### src/rtl/iclark_tr.sv
// Inverse Clarke transform, amplitude-invariant form, 3-stage pipeline with
// a symmetric per-phase output clamp and a saturation flag.
module iclark_tr #(
  parameter int unsigned OUT_LIM = 8191,
  parameter int unsigned K_S3H   = 28378
) (
  input  logic               clk,
  input  logic               rstn,
  input  logic               i_en,
  input  logic signed [15:0] i_ialpha,
  input  logic signed [15:0] i_ibeta,
  output logic               o_en,
  output logic signed [15:0] o_ia,
  output logic signed [15:0] o_ib,
  output logic signed [15:0] o_ic,
  output logic               o_sat
);

  localparam logic signed [31:0] KCoef = 32'(K_S3H);
  localparam logic signed [17:0] LimP  = 18'(OUT_LIM);
  localparam logic signed [17:0] LimN  = -LimP;

  function automatic logic signed [15:0] clamp_val(input logic signed [17:0] x);
    if (x > LimP) begin
      return LimP[15:0];
    end else if (x < LimN) begin
      return LimN[15:0];
    end else begin
      return x[15:0];
    end
  endfunction

  function automatic logic clamp_hit(input logic signed [17:0] x);
    return (x > LimP) || (x < LimN);
  endfunction

  // Stage 1 state
  logic signed [15:0] a1_q, a1_d;
  logic signed [15:0] h1_q, h1_d;
  logic signed [31:0] p1_q, p1_d;
  logic               en1_q, en1_d;

  // Stage 2 state
  logic signed [15:0] a2_q, a2_d;
  logic signed [17:0] b2_q, b2_d;
  logic signed [17:0] c2_q, c2_d;
  logic               en2_q, en2_d;

  // Stage 3 (output) state
  logic signed [15:0] ia_q, ia_d;
  logic signed [15:0] ib_q, ib_d;
  logic signed [15:0] ic_q, ic_d;
  logic               sat_q, sat_d;
  logic               oen_q, oen_d;

  logic signed [31:0] beta_ext;
  logic signed [32:0] p_rnd;
  logic signed [17:0] bt;
  logic signed [17:0] h1_ext;
  logic signed [17:0] a1_ext;
  logic signed [17:0] a2_ext;
  logic               unused_lsb;

  always_comb begin
    beta_ext = {{16{i_ibeta[15]}}, i_ibeta};
    a1_d     = i_ialpha;
    h1_d     = i_ialpha >>> 1;
    p1_d     = beta_ext * KCoef;
    en1_d    = i_en;
  end

  // Round half up: add half an LSB of Q15, then floor by taking the upper bits.
  always_comb begin
    p_rnd  = {p1_q[31], p1_q} + 33'sd16384;
    bt     = p_rnd[32:15];
    h1_ext = {{2{h1_q[15]}}, h1_q};
    a1_ext = {{2{a1_q[15]}}, a1_q};
    b2_d   = bt - h1_ext;
    c2_d   = -a1_ext - b2_d;
    a2_d   = a1_q;
    en2_d  = en1_q;
  end

  assign unused_lsb = ^p_rnd[14:0];

  // Outputs only update on a valid sample so consumers see stable values between pulses.
  always_comb begin
    a2_ext = {{2{a2_q[15]}}, a2_q};
    oen_d  = en2_q;
    ia_d   = ia_q;
    ib_d   = ib_q;
    ic_d   = ic_q;
    sat_d  = sat_q;
    if (en2_q) begin
      ia_d  = clamp_val(a2_ext);
      ib_d  = clamp_val(b2_q);
      ic_d  = clamp_val(c2_q);
      sat_d = clamp_hit(a2_ext) | clamp_hit(b2_q) | clamp_hit(c2_q);
    end
  end

  always_ff @(posedge clk or negedge rstn) begin
    if (!rstn) begin
      a1_q  <= '0;
      h1_q  <= '0;
      p1_q  <= '0;
      en1_q <= 1'b0;
      a2_q  <= '0;
      b2_q  <= '0;
      c2_q  <= '0;
      en2_q <= 1'b0;
      ia_q  <= '0;
      ib_q  <= '0;
      ic_q  <= '0;
      sat_q <= 1'b0;
      oen_q <= 1'b0;
    end else begin
      a1_q  <= a1_d;
      h1_q  <= h1_d;
      p1_q  <= p1_d;
      en1_q <= en1_d;
      a2_q  <= a2_d;
      b2_q  <= b2_d;
      c2_q  <= c2_d;
      en2_q <= en2_d;
      ia_q  <= ia_d;
      ib_q  <= ib_d;
      ic_q  <= ic_d;
      sat_q <= sat_d;
      oen_q <= oen_d;
    end
  end

  assign o_en  = oen_q;
  assign o_ia  = ia_q;
  assign o_ib  = ib_q;
  assign o_ic  = ic_q;
  assign o_sat = sat_q;

endmodule
### config.mk
export PLATFORM = sky130hd
export DESIGN_NAME = iclark_tr
export DESIGN_NICKNAME = d
export VERILOG_FILES = /design/src/rtl/iclark_tr.sv
export SDC_FILE = /design/constraint.sdc
export NUM_CORES = 1
export LEC_CHECK = 0
export CORE_ASPECT_RATIO = 0.75
export CORE_MARGIN = 5
export CORE_UTILIZATION = 39
export CTS_BUF_LIST = sky130_fd_sc_hd__clkbuf_8
export CTS_CLUSTER_DIAMETER = 50
export CTS_CLUSTER_SIZE = 20
export DETAILED_ROUTE_END_ITERATION = 12
export DONT_BUFFER_PORTS = 1
export GPL_TIMING_DRIVEN = 0
export PLACE_DENSITY = 0.61
export RECOVER_POWER = 50
export SETUP_SLACK_MARGIN = 0.2
export SYNTH_ARGS = -nofsm -noshare
export SYNTH_HDL_FRONTEND = slang
export SYNTH_SLANG_ARGS = --single-unit
### constraint.sdc
create_clock -name clk -period 12 [get_ports clk]
set_input_delay 2.4 -clock clk [delete_from_list [all_inputs] [get_ports clk]]
set_output_delay 2.4 -clock clk [all_outputs]
set_load 0.03 [all_outputs]
======== After elaboration in Yosys (flattened, before gate mapping) ========
Index checks and enable logic that the tools add are counted.
word-level totals
  output and inout port bits .............. 50
  flip-flop bits (word level) ............. 166
cells by class
  order comparisons ....................... 6
  mux-type cells .......................... 6
  reduce and logical (&&, ||, !) cells .... 3
  multipliers ............................. 1
  bitwise logic cells ..................... 2
  add/subtract/negate cells ............... 4
operators with widths
  cell                                                                               number
  16-bit two-way mux                                                                 6
  18-bit by 14-bit greater-than comparator with 1-bit output, second input constant  2
  18-bit by 14-bit less-than comparator with 1-bit output, second input constant     2
  32-bit by 16-bit adder with 33-bit output, second input constant                   1
  16-bit by 15-bit multiplier with 31-bit output, second input constant              1
  16-bit negation with 18-bit output                                                 1
  18-bit by 15-bit subtractor with 18-bit output                                     1
  18-bit subtractor                                                                  1
  16-bit by 14-bit greater-than comparator with 1-bit output, second input constant  1
  16-bit by 14-bit less-than comparator with 1-bit output, second input constant     1
  1-bit logical OR                                                                   3
  1-bit bitwise OR                                                                   2

======== Longest topological paths before layout ========
Gate-level depths: netlist (run 1).
  depth after elaboration ................. 4
  depth in mapped cells ................... 23

======== Worst setup path after synthesis (run 1) ========
No wires, ideal clock.
  path kind ............................... input -> register
  from .................................... input port i_ibeta[6]
  to ...................................... register p1_q[31]
  cell stages on the path ................. 20
  slack ................................... 4,418 ps
  data required time ...................... 11,920 ps
  arrival ................................. 7,502 ps
  cell sequence ........................... ha_1 > inv_1 > fa_1 > fa_1 > inv_1 > fa_1 > fa_1 > inv_1 > fa_1 > inv_1 > ha_1 > and3_4 > a221o_1 > a21o_1 > a21o_1 > a221o_2 > a31oi_4 > o21bai_2 > a21oi_2 > xnor2_1
between the ends
  cells in the longest elaborated chain, start to end .. 1
ends and longest elaborated chain
  what                                            line  text
  start: declaration                              11    input logic signed [15:0] i_ibeta,
  16-bit by 15-bit multiplier with 31-bit output  68    p1_d = beta_ext * KCoef;
  named net p1_d[31]                              40    logic signed [31:0] p1_q, p1_d;
  end signal: assignment                          120   p1_q <= p1_d;
  end: declaration                                40
The timed path passes the listed nets, and every way through them passes these cells.
A chain may end at the register's enable or synchronous reset.

======== Worst setup path after layout (run 1) ========
  from .................................... input port i_ibeta[9]
  to ...................................... register p1_q[31]
The elaborated chain is that of the path after synthesis.

==> results of run 1 <==
[metrics by stage]
step	hold WS [ns]	worst slack, ns	std cells
finish	0.366	4.48	1520
global placement	0.335	4.09	1488
global route	0.386	4.25	1520
detailed placement	0.339	4.02	1488
CTS	0.371	4.48	1520
floorplan	0.331	4.42	1096
[per-layer routing]
layer,vias up,routed length (um),GRT usage (%)
met5,-,0,0
li1,3626,-,-
met4,0,137,2.18
met2,107,10200,21.8
met3,13,964,2.68
met1,3751,12800,24.0
[worst max-delay path: cells and delay by family]
kind	cells	cell delay (ns)
AO/OA/AOI/OAI	7	1.70
adder cells (fa/ha/maj)	7	3.10
AND/OR/NAND/NOR	1	0.19
XOR/XNOR	1	0.14
buffers and inverters	4	0.33
[state kept, by name, summed over array words and instances (netlist names), 2 cells and up]
name,count
h1_q,14
c2_q,18
o_ic,16
o_ia,16
p1_q,18
a1_q,2
a2_q,16
o_ib,16
b2_q,18
[layout by cell type, fill, tap and decap left out, types with 3 or more instances in the layout]
cell type  count
inv_1        254
ha_1         157
dfrtp_1      138
fa_1         116
xnor2_1       53
o21ai_0       53
nor2_1        32
a21o_1        31
a21oi_1       30
xor2_1        28
o211ai_1      24
nand2_1       19
nor2b_1       17
clkbuf_8      17
clkbuf_1      16
nand3_1       13
o22a_1        13
nor4_1        10
nor3_1         9
and3_1         9
nand4_1        8
nand2b_1       7
a31oi_1        5
o21a_1         4
o21bai_1       4
inv_8          4
inv_6          4
clkinv_8       4
and2_1         3
a211oi_1       3
a31o_2         3
o22ai_1        3
[worst max-delay path by stage]
stage | startpoint | to | slack [ns]
floorplan | i_ibeta[6] | p1_q[31] | 4.42
global placement | i_ibeta[9] | p1_q[31] | 4.09
detailed placement | i_ibeta[9] | p1_q[31] | 4.02
CTS | i_ibeta[9] | p1_q[31] | 4.48
global route | i_ibeta[6] | p1_q[31] | 4.25
finish | i_ibeta[9] | p1_q[31] | 4.48
[final cells by class]
| cell class | count | share of cell area (%) |
|---|---|---|
| Sequential cell | 138 | 27.8 |
| Multi-Input combinational cell | 687 | 56.6 |
| Tap cell | 392 | 3.94 |
| Clock buffer | 17 | 1.88 |
| Buffer | 17 | 0.513 |
| Clock inverter | 15 | 1.61 |
| Inverter | 254 | 7.66 |
[kinds of logic (layout without fill, tap and decap cells)]
kind of cell,after synthesis,after routing
AOI/OAI and AO/OA,195,195
DFF,138,138
and+or+nand+nor,136,136
buffers and inverters,271,303
adders and majority gates,274,274
xor gates and xnor gates,81,81
muxes,1,1
==> flow_summary.toml, run 1 <==
[cells_and_area]
nets = 1423
drive_gt1_share_pct = 3.90
n_fill_cell = 2769
area_delta_synth_final_pct = 8.03
num_antenna_cells = 0
multi_input_area_um2 = 7050
regArea_um2 = 3450
utilization_pct = 42.7
design_area_um2 = 12400

[global_routing]
grt_util_all_layers_pct = 15.1
grt_max_degree = 139
grt_pass1_vias = 7660
antenna_found_initial = 0
grt_pass1_wl_mm = 40.6
grt_overflow = 0

[sta]
tightestPinTransition_ns = 0.617
timing.final.crit_share_pct = 62.6
fin_setup_tns_ns = 0
timing_hold_violations_final = 0
rsz0062_at_grt = "no"
finalMaxSlewViolations = 0
clock.fmax_ghz = 0.133
skew_ns = 0.0208
setup_viol = 0
maxSlewHeadroom_pct = 58.4
post-route-min-period_ns = 7.52

[detailed_routing]
finalWirelength_mm = 24.1
firstDrtPassIters = 4
drc = 0
dr_total_vias = 7497
wl_per_cell_um = 15.9
drt_iter0_markers = 404
drtAntennaViolNets = 0
routed_via_density = 4.93

[setup_path]
cp-start-kind = "input port"
crit_type = "in -> reg"
cp_common_cell = "fa_1"
r2r_slack_ns = 7.05
worstPathRequired_ns = 12.35
cpMaxStageDelayCell = "fa_1"
max_stage_delay_ns = 0.54
crit_chain = "ha_1 > inv_1 > fa_1 > fa_1 > inv_1 > fa_1 > fa_1 > inv_1 > fa_1 > inv_1 > ha_1 > and3_4 > a221o_1 > a21o_1 > a21o_1 > a221o_2 > a31oi_4 > o21bai_2 > a21oi_2 > xnor2_1"
path_max_fanout = 5
reg2regPathDepth = 17
timing.rr.start = "p1_q[16]"
endpoint_kind = "flop"
rr_endpoint = "c2_q[16]"
cp.arrival_ns = 7.87

[logic_synthesis]
avgSynthCellArea_um2 = 10.5
yosys.area_share.simple_pct = 6.15
synth_compound_area_share_pct = 11.5
ys_async_sr_fraction_pct = 100
synth_top_family_by_area = "adder cells"
muxShareOfSynthArea_pct = 0.0869
synth.largest_area_cell = "dfrtp_1"
ys_types = 56
synth-xor-area-share_pct = 6.16
synth_area_leaders = "dfrtp_1 30%, fa_1 20%, ha_1 17%, inv_1 8.3%, xnor2_1 4.0%"
yosysMostFrequentCell = "inv_1"
syn_inst = 1096
synthFlopType = "dfrtp_1"
ys_seq_area_share_pct = 30.0
synth_adder_area_share_pct = 37.3
syn_nets = 1404
syn-cell-area_um2 = 11500
netlist_top_cells_count = "254 x inv_1, 157 x ha_1, 138 x dfrtp_1"
synth_top_area_share_pct = 30.0
synth_edf_count = 0
yosysWarnings = 0
ys_seq_elements = 138

[hold_path]
hold_path_class = "reg -> reg"
hold_end = "en2_q"
hold_start = "en1_q"
holdPathStages = 0

[die]
die_h_um = 159
rows = 54
io_pins = 85
die_w_um = 208
core_area_um2 = 29100
die-area_um2 = 33100
start_util_pct = 39.6

[place]
gp_congestion = 0.823
place_area_um2 = 12000
io_buffers = 0
post-dp-hpwl_mm = 20.6

[clock_network]
post_cts_buffers = 0
ctsLongestPathBuffers = 2
clkLatencyLatePin_ns = 0.45
clk_pin_slew_ns = 0.10
post_cts_resized = 0
cts_sinks = 138
cts-root-buf = "clkbuf_8"
cts_buffers = 17
holdBufCountCts = 0
cts_tree = "built"
ctsHtreeMaxLevel = 4

[run]
max-cap-violations = 0

[status]
status = "finished, final reports clean"
Power of run 1 is left out: the tool's default activity adds up to more than one toggle a clock period on the data nets, which glitch-free logic cannot reach.
==> run 2, diff against run 1 <==
==> constraint.sdc (replaced) <==
create_clock -name clk -period 7 [get_ports clk]
set_input_delay 1.4 -clock clk [delete_from_list [all_inputs] [get_ports clk]]
set_output_delay 1.4 -clock clk [all_outputs]
set_load 0.03 [all_outputs]
==> results of run 2 <==
The final DEF is identical to that of run 1. Status: finished, final reports clean.
Among the figures that moved: setup slack after placement 4.02 ns -> 0.0224 ns; setup slack after layout 4.48 ns -> 0.484 ns; register-to-register setup slack 7.05 ns -> 2.05 ns
Power of run 2 is left out for the same reason.
==> run 3, diff against run 2 <==
--- a/config.mk
+++ b/config.mk
@@ -16,7 +16,8 @@
 export GPL_TIMING_DRIVEN = 0
 export PLACE_DENSITY = 0.61
 export RECOVER_POWER = 50
-export SETUP_SLACK_MARGIN = 0.2
+export REMOVE_ABC_BUFFERS = 1
+export SETUP_SLACK_MARGIN = 0.5
 export SYNTH_ARGS = -nofsm -noshare
 export SYNTH_HDL_FRONTEND = slang
 export SYNTH_SLANG_ARGS = --single-unit
==> run 3 against run 2 <==
  * First-iteration DRC count rose by 3.7%
  * Via count fell by 3.0%
  * Count of clock-buffer cells in the layout is 2 higher
  * Cell area barely moved
  * Fmax is 3.2% higher
==> flow_summary.toml, run 3 (synthesis results as in run 1) <==
[setup_path]
crit_type = "in -> reg"
cp.arrival_ns = 6.65
reg2regPathDepth = 17
rr_endpoint = "c2_q[16]"
cp-start-kind = "input port"
endpoint_kind = "flop"
crit_family = "adder cells"
path_max_fanout = 5
timing.rr.start = "p1_q[16]"
crit_chain = "ha_1 > inv_2 > fa_1 > fa_1 > inv_1 > fa_1 > fa_1 > inv_1 > fa_1 > inv_1 > ha_1 > and3_4 > a221o_1 > a21o_1 > a21o_1 > a221o_2 > a31oi_4 > o21bai_2 > a21oi_2 > xnor2_1"
max_stage_delay_ns = 0.54
cpMaxStageDelayCell = "fa_1"
worstPathRequired_ns = 7.34
critPathBufInv = 4
r2r_slack_ns = 2.06
cp_common_cell = "fa_1"

[clock_network]
cts_tree = "built"
clkLatencyLatePin_ns = 0.43
cts_sinks = 138
ctsHtreeMaxLevel = 4
ctsLongestPathBuffers = 2
clk_pin_slew_ns = 0.08
cts-root-buf = "clkbuf_8"
cts_buffers = 17
holdBufCountCts = 0

[die]
rows = 54
die_w_um = 208
core_area_um2 = 29100
die-area_um2 = 33100
die_h_um = 159
start_util_pct = 39.6
io_pins = 85

[cells_and_area]
multi_input_area_um2 = 7090
n_fill_cell = 2805
utilization_pct = 42.7
reg_top3 = "b2_q x18, c2_q x18, p1_q x18"
final_common_cell = "inv_1"
regArea_um2 = 3450
area_delta_synth_final_pct = 8.05
layoutNonFillerInstCount = 1510
drive_gt1_share_pct = 4.93
final_cell_mix = "253 x inv_1, 153 x ha_1, 137 x dfrtp_1, 116 x fa_1, 53 x xnor2_1"
nets = 1410

[place]
io_buffers = 0
gp_congestion = 0.867
post-dp-hpwl_mm = 19.7
dp_cells = 1472

[sta]
post-route-min-period_ns = 6.31
fin_setup_tns_ns = 0
timing_hold_violations_final = 0
finalMaxSlewViolations = 0
timing.final.crit_share_pct = 90.2
skew_ns = 0.0183
clock.fmax_ghz = 0.158
setup_viol = 0
maxSlewHeadroom_pct = 44.8
hold_slack_ns = 0.372
tightestPinTransition_ns = 0.825
rsz0062_at_grt = "no"

[global_routing]
grt_pass1_wl_mm = 39.0
antenna_found_initial = 6
grt_util_all_layers_pct = 14.5
grt_pass1_vias = 7313
grt_overflow = 0
grt_max_degree = 139

[hold_path]
hold_start = "en1_q"
holdPathStages = 0
hold_end = "en2_q"
hold_path_class = "reg -> reg"

[detailed_routing]
drc = 0
routed_via_density = 4.82
drtAntennaViolNets = 0
drt_iter0_markers = 419
dr_total_vias = 7274
finalWirelength_mm = 23.2
firstDrtPassIters = 4
wl_per_cell_um = 15.4

[run]
max-cap-violations = 0

[status]
status = "finished, final reports clean"
-- run 3: changes by cell type in the layout (fill, tap and decap cells not counted), moves of 3 or more --
cell,change
ha_1,-4
clkbuf_1,-16
ha_4,+3
diode_2,+3
inv_8,-3
clkinv_8,-4
-- run 3: per-layer routing --
metal	track usage [%]	vias up	share of wire, %
li1	-	3603	-
met1	23.0	3560	53
met2	20.6	95	42
met3	3.21	10	3.9
met4	2.21	6	0.34
met5	0	-	0.18
-- run 3: how the worst max path moves through the flow --
stage / from / end / slack, ns / cells after the start
floorplan: i_ibeta[6] / p1_q[31] / 0.42 / 20
global placement: i_ibeta[9] / p1_q[31] / 0.06 / 20
detailed placement: i_ibeta[9] / p1_q[31] / 0.07 / 20
CTS: i_ibeta[9] / p1_q[31] / 0.52 / 20
global route: i_ibeta[9] / p1_q[31] / 0.52 / 20
finish: i_ibeta[9] / p1_q[31] / 0.69 / 20
-- run 3: final cells by class --
class	instances	area share (%)
diodes	3	0.0603
clock buffers	19	2.10
multi-input cells	687	57.0
well taps	392	3.94
repair buffers	4	0.342
flip-flops and latches	138	27.8
clock inverters	13	1.16
inverters	254	7.66
-- run 3: worst reg2reg max path, delay by kind of cell, from the launching register on --
| kind | cells | cell delay [ns] |
|---|---|---|
| and+or+nand+nor | 4 | 1.00 |
| buffers and inverters | 1 | 0.09 |
| DFF | 1 | 0.39 |
| adders and majority gates | 3 | 0.82 |
| xor gates and xnor gates | 3 | 0.68 |
| AOI/OAI and AO/OA | 6 | 1.86 |
-- run 3: per-stage QoR --
step	instance area, um2	setup slack [ns]
CTS	12400	0.521
detailed placement	12000	0.0677
global placement	11900	0.0646
finish	12400	0.688
global route	12400	0.520
floorplan	11500	0.418
-- run 3: timing repair --
item,in CTS,in global routing
resized for setup,0,7
endpoints found under the setup margin,0,2
buffers inserted,0,2
Power of run 3 is left out for the same reason.
